`src/rtl/nand_pkg.sv`:
```
// Shared types and constants for the NAND command/address sequencer.
// State encoding, standard NAND opcodes and default WE_n timing.
package nand_pkg;

  typedef enum logic [2:0] {
    ST_IDLE  = 3'd0,
    ST_SETUP = 3'd1,
    ST_CMD1  = 3'd2,
    ST_ADDR  = 3'd3,
    ST_CMD2  = 3'd4,
    ST_DONE  = 3'd5
  } nand_state_e;

  localparam logic [7:0] CMD_READ1  = 8'h00;
  localparam logic [7:0] CMD_READ2  = 8'h30;
  localparam logic [7:0] CMD_PROG1  = 8'h80;
  localparam logic [7:0] CMD_PROG2  = 8'h10;
  localparam logic [7:0] CMD_ERASE1 = 8'h60;
  localparam logic [7:0] CMD_ERASE2 = 8'hD0;
  localparam logic [7:0] CMD_RESET  = 8'hFF;

  localparam int T_WP_DEF = 2;
  localparam int T_WH_DEF = 2;

  // States that drive a WE_n-strobed bus cycle.
  function automatic logic is_bus_state(input nand_state_e s);
    case (s)
      ST_CMD1, ST_ADDR, ST_CMD2: is_bus_state = 1'b1;
      default:                   is_bus_state = 1'b0;
    endcase
  endfunction

endpackage

```
`src/rtl/nand_we_timer.sv`:
```
// WE_n strobe generator: while go_i is high, repeats T_WP low / T_WH high cycles
// and flags the final high cycle of each bus cycle on cyc_end_o.
module nand_we_timer #(
  parameter int T_WP = 2,
  parameter int T_WH = 2
) (
  input  logic clk,
  input  logic rst,
  input  logic go_i,
  output logic we_n_o,
  output logic cyc_end_o
);

  localparam int PER  = T_WP + T_WH;
  localparam int PH_W = $clog2(PER + 1);

  logic [PH_W-1:0] phase_q, phase_d;
  logic            active_q, active_d;
  logic            we_n_q, we_n_d;
  logic            cyc_end_q, cyc_end_d;

  // Next phase; go_i reflects the state about to be entered, so outputs land registered.
  always_comb begin
    phase_d   = '0;
    active_d  = 1'b0;
    we_n_d    = 1'b1;
    cyc_end_d = 1'b0;
    if (go_i) begin
      active_d = 1'b1;
      if (!active_q || (phase_q == PH_W'(PER - 1))) begin
        phase_d = '0;
      end else begin
        phase_d = phase_q + PH_W'(1);
      end
      we_n_d    = (phase_d >= PH_W'(T_WP));
      cyc_end_d = (phase_d == PH_W'(PER - 1));
    end else begin
      phase_d   = '0;
      active_d  = 1'b0;
      we_n_d    = 1'b1;
      cyc_end_d = 1'b0;
    end
  end

  // Phase counter and strobe registers.
  always_ff @(posedge clk or negedge rst) begin
    if (!rst) begin
      phase_q   <= '0;
      active_q  <= 1'b0;
      we_n_q    <= 1'b1;
      cyc_end_q <= 1'b0;
    end else begin
      phase_q   <= phase_d;
      active_q  <= active_d;
      we_n_q    <= we_n_d;
      cyc_end_q <= cyc_end_d;
    end
  end

  assign we_n_o    = we_n_q;
  assign cyc_end_o = cyc_end_q;

endmodule

```
`src/rtl/nand_cmd_addr_seq.sv`:
```
// NAND command/address latch sequencer: CMD1, ADDR_CYC address bytes (LSB first)
// and an optional CMD2, with registered CLE/ALE/CE_n/WE_n/IO outputs.
module nand_cmd_addr_seq
  import nand_pkg::*;
#(
  parameter int IO_W     = 8,
  parameter int ADDR_W   = 32,
  parameter int ADDR_CYC = 4,
  parameter int T_WP     = T_WP_DEF,
  parameter int T_WH     = T_WH_DEF
) (
  input  logic              clk,
  input  logic              rst,
  input  logic              start_i,
  input  logic [IO_W-1:0]   cmd1_i,
  input  logic [IO_W-1:0]   cmd2_i,
  input  logic              use_cmd2_i,
  input  logic [ADDR_W-1:0] addr_i,
  output logic              busy_o,
  output logic              done_o,
  output logic              ce_n_o,
  output logic              cle_o,
  output logic              ale_o,
  output logic              we_n_o,
  output logic [IO_W-1:0]   io_out_o,
  output logic              io_oe_o
);

  localparam int IDX_W = $clog2(ADDR_CYC + 1);
  localparam int PAD_W = IO_W * ADDR_CYC;

  nand_state_e       state_q, state_d;
  logic [IDX_W-1:0]  idx_q, idx_d;
  logic [IO_W-1:0]   cmd1_q, cmd1_d, cmd2_q, cmd2_d;
  logic              use_cmd2_q, use_cmd2_d;
  logic [ADDR_W-1:0] addr_q, addr_d;

  logic              busy_q, busy_d, done_q, done_d, ce_n_q, ce_n_d;
  logic              cle_q, cle_d, ale_q, ale_d, io_oe_q, io_oe_d;
  logic [IO_W-1:0]   io_out_q, io_out_d;

  logic              accept_s, cyc_end_s, go_s;
  logic [PAD_W-1:0]  addr_ext_s;
  logic [IO_W-1:0]   addr_byte_s;

  // Sequencing: start is only honoured from IDLE or DONE; operands are frozen at accept.
  always_comb begin
    state_d    = state_q;
    idx_d      = idx_q;
    accept_s   = 1'b0;
    case (state_q)
      ST_IDLE: begin
        if (start_i) begin
          accept_s = 1'b1;
          state_d  = ST_SETUP;
        end else begin
          state_d  = ST_IDLE;
        end
      end
      ST_SETUP: begin
        state_d = ST_CMD1;
        idx_d   = '0;
      end
      ST_CMD1: begin
        if (cyc_end_s) begin
          state_d = ST_ADDR;
          idx_d   = '0;
        end else begin
          state_d = ST_CMD1;
        end
      end
      ST_ADDR: begin
        if (cyc_end_s) begin
          if (idx_q == IDX_W'(ADDR_CYC - 1)) begin
            idx_d   = '0;
            state_d = use_cmd2_q ? ST_CMD2 : ST_DONE;
          end else begin
            idx_d   = idx_q + IDX_W'(1);
          end
        end else begin
          state_d = ST_ADDR;
        end
      end
      ST_CMD2: begin
        if (cyc_end_s) begin
          state_d = ST_DONE;
        end else begin
          state_d = ST_CMD2;
        end
      end
      ST_DONE: begin
        idx_d = '0;
        if (start_i) begin
          accept_s = 1'b1;
          state_d  = ST_SETUP;
        end else begin
          state_d  = ST_IDLE;
        end
      end
      default: begin
        state_d = ST_IDLE;
        idx_d   = '0;
      end
    endcase
    if (accept_s) begin
      cmd1_d     = cmd1_i;
      cmd2_d     = cmd2_i;
      use_cmd2_d = use_cmd2_i;
      addr_d     = addr_i;
    end else begin
      cmd1_d     = cmd1_q;
      cmd2_d     = cmd2_q;
      use_cmd2_d = use_cmd2_q;
      addr_d     = addr_q;
    end
  end

  assign go_s        = is_bus_state(state_d);
  assign addr_ext_s  = PAD_W'(addr_d);
  assign addr_byte_s = IO_W'(addr_ext_s >> (IO_W * int'(idx_d)));

  // Pin values for the state being entered; SETUP pre-drives CLE and CMD1 ahead of WE_n.
  always_comb begin
    busy_d   = 1'b0;
    done_d   = 1'b0;
    ce_n_d   = 1'b1;
    cle_d    = 1'b0;
    ale_d    = 1'b0;
    io_oe_d  = 1'b0;
    io_out_d = '0;
    case (state_d)
      ST_SETUP, ST_CMD1: begin
        busy_d   = 1'b1;
        ce_n_d   = 1'b0;
        io_oe_d  = 1'b1;
        cle_d    = 1'b1;
        io_out_d = cmd1_d;
      end
      ST_ADDR: begin
        busy_d   = 1'b1;
        ce_n_d   = 1'b0;
        io_oe_d  = 1'b1;
        ale_d    = 1'b1;
        io_out_d = addr_byte_s;
      end
      ST_CMD2: begin
        busy_d   = 1'b1;
        ce_n_d   = 1'b0;
        io_oe_d  = 1'b1;
        cle_d    = 1'b1;
        io_out_d = cmd2_d;
      end
      ST_DONE: begin
        done_d = 1'b1;
      end
      ST_IDLE: begin
        done_d = 1'b0;
      end
      default: begin
        done_d = 1'b0;
      end
    endcase
  end

  // State, operand and output registers.
  always_ff @(posedge clk or negedge rst) begin
    if (!rst) begin
      state_q    <= ST_IDLE;
      idx_q      <= '0;
      cmd1_q     <= '0;
      cmd2_q     <= '0;
      use_cmd2_q <= 1'b0;
      addr_q     <= '0;
      busy_q     <= 1'b0;
      done_q     <= 1'b0;
      ce_n_q     <= 1'b1;
      cle_q      <= 1'b0;
      ale_q      <= 1'b0;
      io_oe_q    <= 1'b0;
      io_out_q   <= '0;
    end else begin
      state_q    <= state_d;
      idx_q      <= idx_d;
      cmd1_q     <= cmd1_d;
      cmd2_q     <= cmd2_d;
      use_cmd2_q <= use_cmd2_d;
      addr_q     <= addr_d;
      busy_q     <= busy_d;
      done_q     <= done_d;
      ce_n_q     <= ce_n_d;
      cle_q      <= cle_d;
      ale_q      <= ale_d;
      io_oe_q    <= io_oe_d;
      io_out_q   <= io_out_d;
    end
  end

  nand_we_timer #(
    .T_WP(T_WP),
    .T_WH(T_WH)
  ) u_we_timer (
    .clk      (clk),
    .rst      (rst),
    .go_i     (go_s),
    .we_n_o   (we_n_o),
    .cyc_end_o(cyc_end_s)
  );

  assign busy_o   = busy_q;
  assign done_o   = done_q;
  assign ce_n_o   = ce_n_q;
  assign cle_o    = cle_q;
  assign ale_o    = ale_q;
  assign io_oe_o  = io_oe_q;
  assign io_out_o = io_out_q;

endmodule

```
`config.mk`:
```
export PLATFORM = sky130hd
export DESIGN_NAME = nand_cmd_addr_seq
export DESIGN_NICKNAME = d
export VERILOG_FILES = /design/src/rtl/nand_pkg.sv /design/src/rtl/nand_we_timer.sv /design/src/rtl/nand_cmd_addr_seq.sv
export SDC_FILE = /design/constraint.sdc
export NUM_CORES = 1
export LEC_CHECK = 0
export CORE_AREA = 2 2 95 97
export CTS_CLUSTER_DIAMETER = 30
export DETAILED_ROUTE_END_ITERATION = 7
export DIE_AREA = 0 0 97 99
export HOLD_SLACK_MARGIN = 0.15
export SLEW_MARGIN = 20
export SYNTH_ARGS = -nofsm -noshare
export SYNTH_HDL_FRONTEND = slang
export SYNTH_HIERARCHICAL = 1
export SYNTH_SLANG_ARGS = --single-unit
```
`constraint.sdc`:
```
create_clock -name clk -period 4.7 [get_ports clk]
set_clock_uncertainty 0.1 [all_clocks]
set_input_delay 0.94 -clock clk [delete_from_list [all_inputs] [get_ports clk]]
set_output_delay 0.94 -clock clk [all_outputs]
set_load 0.02 [all_outputs]
```
==> impl_metrics.yaml, run 1 <==
cts:
  clock_sinks: 74
  cts_resized: 0
  cts_tree: "built"
  clk_latency_ns: 0.35
  clk_pin_slew_worst_paths_ns: 0.07
  cts-hold-fix-buffers: 0
  cts_made_buffers: 9
  cts_setup_buffers: 0
  clockBufferDepth: 2
  h-tree-depth: 3
  clockRootBuffer: "clkbuf_8"
layout:
  instances_no_fill: 414
  final_nets: 356
  final_common_cell: "dfrtp_1"
  area_delta_synth_final_pct: 26.9
  n_antenna_cell: 0
  layout_common_cells: "72 x dfrtp_1, 65 x clkdlybuf4s50_1, 20 x mux2_1"
  nFillCells: 768
  layout-drive-gt1-share_pct: 18.3
placed_design:
  place.gp.congestion: 0.747
  dp.cells: 398
  hpwl_microns: 4470
  post-place-ws_ns: 1.25
  portBuffers: 66
routing:
  vias_per_cell: 5.11
  drt_iter0_drc: 154
  num_vias: 2115
  drc: 0
  first_pass_iters: 5
  ant_nets: 0
  wl_microns: 6820
  wl_per_cell_microns: 16.5
floorplan:
  pin_count: 67
  dieHeight_microns: 99
  core_area_sq_mm: 0.00855
  die_x_microns: 97
  num_rows: 34
  die_area_sq_mm: 0.00960
  start_util_pct: 39.1
sta:
  period_share_pct: 65.3
  relSlewSlack_pct: 39.1
  hold_slack_ns: 0.379
  finalWorstSetupSlack_ns: 1.63
  clock.fmax_mhz: 326
  slew_violations: 0
  period_needed_ns: 3.07
  hold_violations: 0
  final.setup.tns_ns: 0
  max_slew.worst_pin.slew_ns: 0.913
  setup_viol: 0
  rsz0062_at_grt: "false"
logic_synthesis:
  ys_seq_elements: 74
  synthCells: 236
  async_flop_share_pct: 100
  avgSynthCellArea_sq_um: 14.2
  synth_area_sq_mm: 0.00335
  synth_ff_type: "dfrtp_1"
  synth-warning-count: 6
  synthDistinctLibCells: 41
  ys_seq_area_share_pct: 55.4
  syn-num-nets: 291
  synth_edf_count: 0
power_and_ir_drop:
  p_total_uw: 2460
  switching_share_pct: 31.2
  pwr_density_cell_mw_per_mm2: 579
  p_leak_uw: 0.00179
  clock_power_share_pct: 21.4
  peakVddDrop_uv: 322
  combPwrFrac_pct: 37.5
  p_int_uw: 1690
  p_switching_uw: 767
  power_frac_seq_pct: 41.1
critical_path:
  cp-start-kind: "input port"
  crit_start: "start_i"
  r2r_start: "state_q[0]"
  critPathKind: "input port to flip-flop"
  crit_path_end_kind: "flip-flop"
  cp.arrival_ns: 3.17
  r2r-end: "io_out_o[2]"
  critPathRequiredTime_ns: 4.80
  cp_max_fo: 59
  reg2reg_slack_ns: 1.96
  r2r_cells: 6
  cp-endpoint: "io_out_o[2]"
global_route:
  grt_pass1_vias: 2196
  antenna_found_initial: 0
  track_usage_pct: 15.1
  grt_overflow: 0
  grt_max_degree: 75
  grt_pass1_wl_microns: 11300
worst_hold_path:
  hold_class: "flip-flop to flip-flop"
  hold_start: "addr_q[15]"
flow_run:
  drv_cap: 0
outcome:
  status: "complete, no violations"
==> per-layer routing <==
layer  vias to the layer above  part of all wire (%)  track usage [%]
li1                        981                     -                -
met1                      1070                    45             19.9
met2                        54                    50             24.5
met3                        10                   4.2             4.11
met4                         0                   1.2             4.88
met5                         -                     0                0
==> logic make-up after synthesis <==
| kind of cell | after synthesis | share of synthesized area [%] |
|---|---|---|
| muxes | 65 | 22.9 |
| AOI/OAI and AO/OA | 30 | 6.73 |
| buffers and inverters | 20 | 4.15 |
| xor gates and xnor gates | 1 | 0.486 |
| adders and majority gates | 3 | 1.12 |
| DFF | 74 | 55.4 |
| and+or+nand+nor | 43 | 9.16 |
==> worst max-delay path, cell delays in order <==
cell	delay (ns)
clkdlybuf4s50_1	0.49
nor3b_4	0.18
buf_4	0.66
mux2_4	0.36
a222oi_1	0.33
o211ai_1	0.17
==> power by group through the flow <==
stage	Clock (uW)	Combinational, uW	Sequential (uW)
floorplan	0	612	1040
finish	525	922	1010
global route	570	1020	1050
detailed placement	0	941	1020
global placement	0	929	1020
CTS	544	942	1010
==> synth_stat cells, types with 2 or more instances <==
cell | instances | share of area, %
mux2_1 | 20 | 6.7
nand3b_1 | 3 | 0.67
buf_2 | 3 | 0.45
a222oi_1 | 8 | 2.4
inv_1 | 5 | 0.56
dfrtp_1 | 72 | 54
nand2_1 | 3 | 0.34
buf_6 | 5 | 1.7
nor2b_1 | 4 | 0.75
mux2i_1 | 14 | 4.2
nor2_1 | 5 | 0.56
dfstp_2 | 2 | 1.6
o211ai_1 | 10 | 2.2
o21ai_0 | 4 | 0.60
a21oi_1 | 3 | 0.45
and2_1 | 2 | 0.37
buf_4 | 6 | 1.3
mux2_4 | 14 | 6.3
mux2_2 | 17 | 5.7
nand2b_1 | 13 | 2.4
ha_1 | 3 | 1.1
==> state kept, by name, indices dropped and copies added, names as in the netlist <==
register              count
use_cmd2_q                1
idx_q                     3
addr_q                   32
ce_n_o                    1
io_oe_o                   1
ale_o                     1
u_we_timer/phase_q        3
cle_o                     1
state_q                   3
u_we_timer/cyc_end_o      1
cmd2_q                    8
u_we_timer/we_n_o         1
cmd1_q                    8
u_we_timer/active_q       1
io_out_o                  8
done_o                    1
==> area by class of cell <==
type / instances / area (sq um) / share of cell area [%]
tap: 108 / 135 / 3.18
inverter: 6 / 22.5 / 0.531
clock buffer: 13 / 139 / 3.27
clock inverter: 3 / 65.1 / 1.53
multi-input combinational: 142 / 1360 / 31.9
timing repair buffer: 68 / 673 / 15.9
sequential: 74 / 1850 / 43.7
==> how the worst min path moves through the flow <==
stage,endpoint,slack (ns),depth (start not counted)
2_1_floorplan,addr_q[15],0.35,1
3_3_place_gp,addr_q[15],0.36,1
3_5_place_dp,addr_q[15],0.37,1
4_1_cts,addr_q[15],0.38,1
5_1_grt,addr_q[15],0.40,1
6_report,addr_q[15],0.38,1
==> through the flow <==
step	instance area (sq um)	util (%)
finish	4250	49.6
global route	4250	49.6
CTS	4250	49.6
detailed placement	4040	47.3
global placement	4040	47.3
floorplan	3350	-
(Power assumes the default switching activity.)
==> inputs of run 2 (changes only) <==
PLACE_DENSITY = 0.66   (was unset)
clock period = 2.8 ns   (was 4.7 ns; I/O delays follow)
==> run 2 against run 1 <==
Effect of this change:
- critical path depth unchanged
- largest power group unchanged
- cell area up 1.6%
- power up 64%
- via count about the same
- die area unchanged
- critical endpoint is now io_out_o[4]
==> impl_metrics.yaml, run 2 (synthesis results as in run 1) <==
floorplan:
  num_rows: 34
  die_area_sq_mm: 0.00960
  start_util_pct: 39.1
  core_area_sq_mm: 0.00855
  die_x_microns: 97
  dieHeight_microns: 99
  pin_count: 67
power_and_ir_drop:
  switching_share_pct: 31.7
  clock_power_share_pct: 18.3
  peakVddDrop_uv: 370
  p_int_uw: 2750
  combPwrFrac_pct: 39.8
  p_switching_uw: 1280
  pwr_density_cell_mw_per_mm2: 935
  power_frac_seq_pct: 41.9
  p_leak_uw: 0.00183
cts:
  cts_setup_buffers: 0
  cts-hold-fix-buffers: 1
  cts_tree: "built"
  clockRootBuffer: "clkbuf_8"
  h-tree-depth: 3
  clk_pin_slew_worst_paths_ns: 0.07
  clock_sinks: 74
  clockBufferDepth: 2
  cts_resized: 0
  cts_made_buffers: 9
  clk_latency_ns: 0.34
critical_path:
  cp-start-kind: "flip-flop"
  crit_slowest_cell: "dfrtp_1"
  crit_chain: "xor2_2 > nor3b_4 > buf_12 > mux2_4 > a222oi_1 > o211ai_1"
  reg2reg_slack_ns: 0.44
  r2r_start: "state_q[0]"
  cp_max_fo: 42
  critPathRequiredTime_ns: 2.91
  critPathKind: "flip-flop to flip-flop"
  crit_path_end_kind: "flip-flop"
  crit_start: "state_q[0]"
  crit_path_max_incr_delay_ns: 0.51
  cp.arrival_ns: 2.47
flow_run:
  drv_cap: 0
routing:
  wl_microns: 6770
  drt_iter0_drc: 105
  drc: 0
  ant_nets: 0
  first_pass_iters: 4
  num_vias: 2114
  vias_per_cell: 4.99
  wl_per_cell_microns: 16.0
layout:
  largest_reg_flops: 32
  final_nets: 366
  layout_common_cells: "72 x dfrtp_1, 65 x clkdlybuf4s50_1, 20 x mux2_1"
  final_common_cell: "dfrtp_1"
  n_antenna_cell: 0
  regMostFlops: "addr_q"
  fin_util_pct: 50.4
  layout-drive-gt1-share_pct: 20.3
  area_delta_synth_final_pct: 28.9
worst_hold_path:
  hold_class: "flip-flop to flip-flop"
  hold_start: "addr_q[15]"
global_route:
  grt_overflow: 0
  antenna_found_initial: 0
  track_usage_pct: 15.0
  grt_max_degree: 75
  grt_pass1_vias: 2249
  grt_pass1_wl_microns: 11200
sta:
  period_share_pct: 84.4
  setup_viol: 0
  max_slew.worst_pin.slew_ns: 0.748
  rsz0062_at_grt: "false"
  slew_violations: 0
  final.setup.tns_ns: 0
  period_needed_ns: 2.36
  clock.fmax_mhz: 423
  hold_violations: 0
  relSlewSlack_pct: 50.0
placed_design:
  place.gp.congestion: 0.794
  hpwl_microns: 4720
  portBuffers: 66
outcome:
  status: "complete, no violations"
run 2: changes by cell type in the layout (fill, tap and decap cells not counted), sizes merged:
cell and change:
buf +9, bufinv -2, clkbuf +3, clkinv -1, dlygate4sd3 +1
run 2: worst max-delay path: cells and delay by family (launching register included):
family                    cells  cell delay (ns)
DFF                           1             0.51
AOI/OAI and AO/OA             2             0.49
muxes                         1             0.33
buffers and inverters         1             0.28
and+or+nand+nor               1             0.25
xor gates and xnor gates      1             0.24
run 2: area by class of cell:
| type | count | area (sq um) |
|---|---|---|
| repair buffers | 78 | 773 |
| flip-flops and latches | 74 | 1850 |
| clock buffers | 16 | 170 |
| well taps | 108 | 135 |
| multi-input cells | 142 | 1360 |
| fillers | 774 | 4240 |
| inverters | 6 | 22.5 |
run 2: final timing paths:
path	to	depth (start not counted)
setup reg to reg	io_out_o[4]	6
hold / removal	addr_q[15]	1
setup / recovery	io_out_o[4]	6
min in group asynchronous	addr_q[20]	3
hold reg to reg	addr_q[15]	1
max in group asynchronous	ce_n_o	3
run 2: metrics by stage:
step	hold WS, ns	worst slack (ns)	instance area (sq um)	power [uW]	cells
after floorplan	0.164	0.590	3350	2770	236
after detailed placement	0.363	0.107	4130	3340	407
final	0.384	0.438	4310	4030	424
after global placement	0.366	0.109	4130	3300	407
after global routing	0.406	0.285	4310	4320	424
after CTS	0.388	0.429	4310	4080	424
run 2: metal layers:
metal / track usage, % / vias up / wire [microns]
met5: 0 / - / 0
met4: 5.20 / 0 / 76
met3: 5.18 / 8 / 342
met2: 23.0 / 52 / 3210
met1: 19.8 / 1048 / 3140
li1: - / 1006 / -
run 2: power by group through the flow:
stage	combinational, uW	sequential, uW	clock (uW)
4_1_cts	1630	1700	754
6_report	1600	1690	737
5_1_grt	1770	1740	813
3_3_place_gp	1600	1710	0
2_1_floorplan	1030	1740	0
3_5_place_dp	1630	1710	0
==> inputs of run 3 (changes only) <==
clock period = 2 ns   (was 2.8 ns; I/O delays follow)
==> run 3 against run 2 <==
Effect of this change:
- the run now ends with setup timing left
- sequential share of layout area shrank 4.1 points
- largest cell class unchanged
- combinational power grew 64%
- routed wire length grew 11%
- global-route usage grew 1.4 points
==> impl_metrics.yaml, run 3 (synthesis results as in run 1) <==
placed_design:
  dp.cells: 425
  postPlaceCellArea_sq_mm: 0.00431
  place.gp.congestion: 0.791
  portBuffers: 66
  hpwl_microns: 5180
critical_path:
  cp_max_fo: 14
  crit_path_end_kind: "flip-flop"
  critPathRequiredTime_ns: 2.11
  crit_path_max_incr_delay_ns: 0.42
  path_buf_inv: 2
  cp.arrival_ns: 2.21
  crit_slowest_cell: "dfrtp_1"
  critPathKind: "flip-flop to flip-flop"
  crit_family: "compound AO/OA/AOI/OAI gates"
  crit_chain: "xor2_2 > nor3b_4 > buf_6 > buf_12 > mux2_4 > a222oi_1 > o211ai_1"
  cp-start-kind: "flip-flop"
sta:
  max_slew.worst_pin.slew_ns: 0.769
  period_needed_ns: 2.10
  finalWorstSetupSlack_ns: -0.102
  slew_violations: 0
  clock.fmax_mhz: 476
  period_share_pct: 105
  hold_violations: 0
  rsz0062_at_grt: "true"
  relSlewSlack_pct: 48.5
  setup_viol: 11
layout:
  regArea_sq_mm: 0.00185
  multi_input_area_sq_mm: 0.00140
  regMostFlops: "addr_q"
  final_common_cell: "dfrtp_1"
  largest_reg_flops: 32
  instances_no_fill: 456
  nFillCells: 692
  n_antenna_cell: 0
  layout-drive-gt1-share_pct: 32.5
  area_delta_synth_final_pct: 42.4
  layout_common_cells: "72 x dfrtp_1, 64 x clkdlybuf4s50_1, 32 x buf_4"
  final_nets: 398
  final_cell_area_sq_mm: 0.00477
routing:
  drt_iter0_drc: 110
  wl_per_cell_microns: 16.5
  first_pass_iters: 4
  met1_length_microns: 3250
  wl_microns: 7510
  top_layer: "met4"
  ant_nets: 0
  wl_met2_microns: 3870
  vias_per_cell: 5.04
  dr_wl_met3_microns: 340
  num_vias: 2298
  drc: 0
power_and_ir_drop:
  pwr_density_cell_mw_per_mm2: 1340
  p_leak_uw: 0.00209
  clock_power_share_pct: 22.0
  switching_share_pct: 30.8
  p_switching_uw: 1970
  peakVddDrop_uv: 553
  p_total_uw: 6390
  power_frac_seq_pct: 36.9
  combPwrFrac_pct: 41.0
  p_int_uw: 4430
cts:
  clockBufferDepth: 2
  clock_sinks: 74
  h-tree-depth: 3
  cts_made_buffers: 9
  clk_pin_slew_worst_paths_ns: 0.08
  clk_latency_ns: 0.34
  clockRootBuffer: "clkbuf_8"
  cts_tree: "built"
global_route:
  antenna_found_initial: 0
  grt_pass1_wl_microns: 12200
  grt_pass1_vias: 2399
  track_usage_pct: 16.4
  grt_max_degree: 41
  grt_overflow: 0
floorplan:
  dieHeight_microns: 99
  die_x_microns: 97
  start_util_pct: 39.1
  num_rows: 34
  die_area_sq_mm: 0.00960
  pin_count: 67
  core_area_sq_mm: 0.00855
outcome:
  failed_checks: "setup timing"
  status: "finished with violations"
worst_hold_path:
  hold_class: "flip-flop to flip-flop"
flow_run:
  drv_cap: 0
-- run 3: power by group through the flow --
stage / Clock (uW) / Combinational [uW] / Sequential (uW)
global placement: 0 / 2430 / 2360
detailed placement: 0 / 2480 / 2380
finish: 1410 / 2620 / 2360
CTS: 1440 / 2630 / 2360
floorplan: 0 / 1470 / 2440
global route: 1510 / 2870 / 2420
-- run 3: final cells by class --
cell class	instances	share of cell area, %
clock buffer	9	2.60
clock inverter	7	2.63
inverter	6	0.473
multi-input combinational	142	29.4
sequential	74	38.9
tap	108	2.84
timing repair buffer	110	23.2
-- run 3: worst register-to-register path, cell delays in order, from the launching register on --
cell and delay (ns):
dfrtp_1 0.42, xor2_2 0.20, nor3b_4 0.18, buf_6 0.15, buf_12 0.16, mux2_4 0.32, a222oi_1 0.32, o211ai_1 0.14
-- run 3: final timing paths --
path,start,endpoint,slack (ns),depth (start not counted)
max,state_q[2],io_out_o[6],-0.10,7
min,addr_q[15],addr_q[15],0.38,1
max reg2reg,state_q[2],io_out_o[6],-0.10,7
min reg2reg,addr_q[15],addr_q[15],0.38,1
max in group asynchronous,rst,addr_q[28],0.76,3
min in group asynchronous,rst,u_we_timer/phase_q[2],0.47,2
-- run 3: through the flow --
step / hold slack [ns] / setup TNS (ns) / setup WS (ns) / util, %
2_1_floorplan: 0.00441 / -0.692 / -0.0932 / -
3_3_place_gp: 0.309 / -8.57 / -0.478 / 50.4
3_5_place_dp: 0.316 / -10.59 / -0.515 / 50.4
4_1_cts: 0.389 / -0.675 / -0.0800 / 55.5
5_1_grt: 0.399 / -1.87 / -0.215 / 55.7
6_report: 0.380 / -0.689 / -0.102 / 55.7
-- run 3: per-layer routing --
| layer | up-vias | global-route usage [%] |
|---|---|---|
| met5 | - | 0 |
| met3 | 2 | 3.76 |
| met2 | 55 | 27.9 |
| li1 | 1073 | - |
| met1 | 1168 | 20.7 |
| met4 | 0 | 5.20 |
-- run 3: repair_timing --
| action | in CTS | in global routing |
|---|---|---|
| gates cloned | 2 | 0 |
| setup endpoints to repair | 13 | 15 |
| pin swaps | 4 | 3 |
| setup buffers | 10 | 2 |
| resized for setup | 14 | 3 |
| hold buffers | 1 | 0 |
| hold endpoints to repair | 37 | 0 |
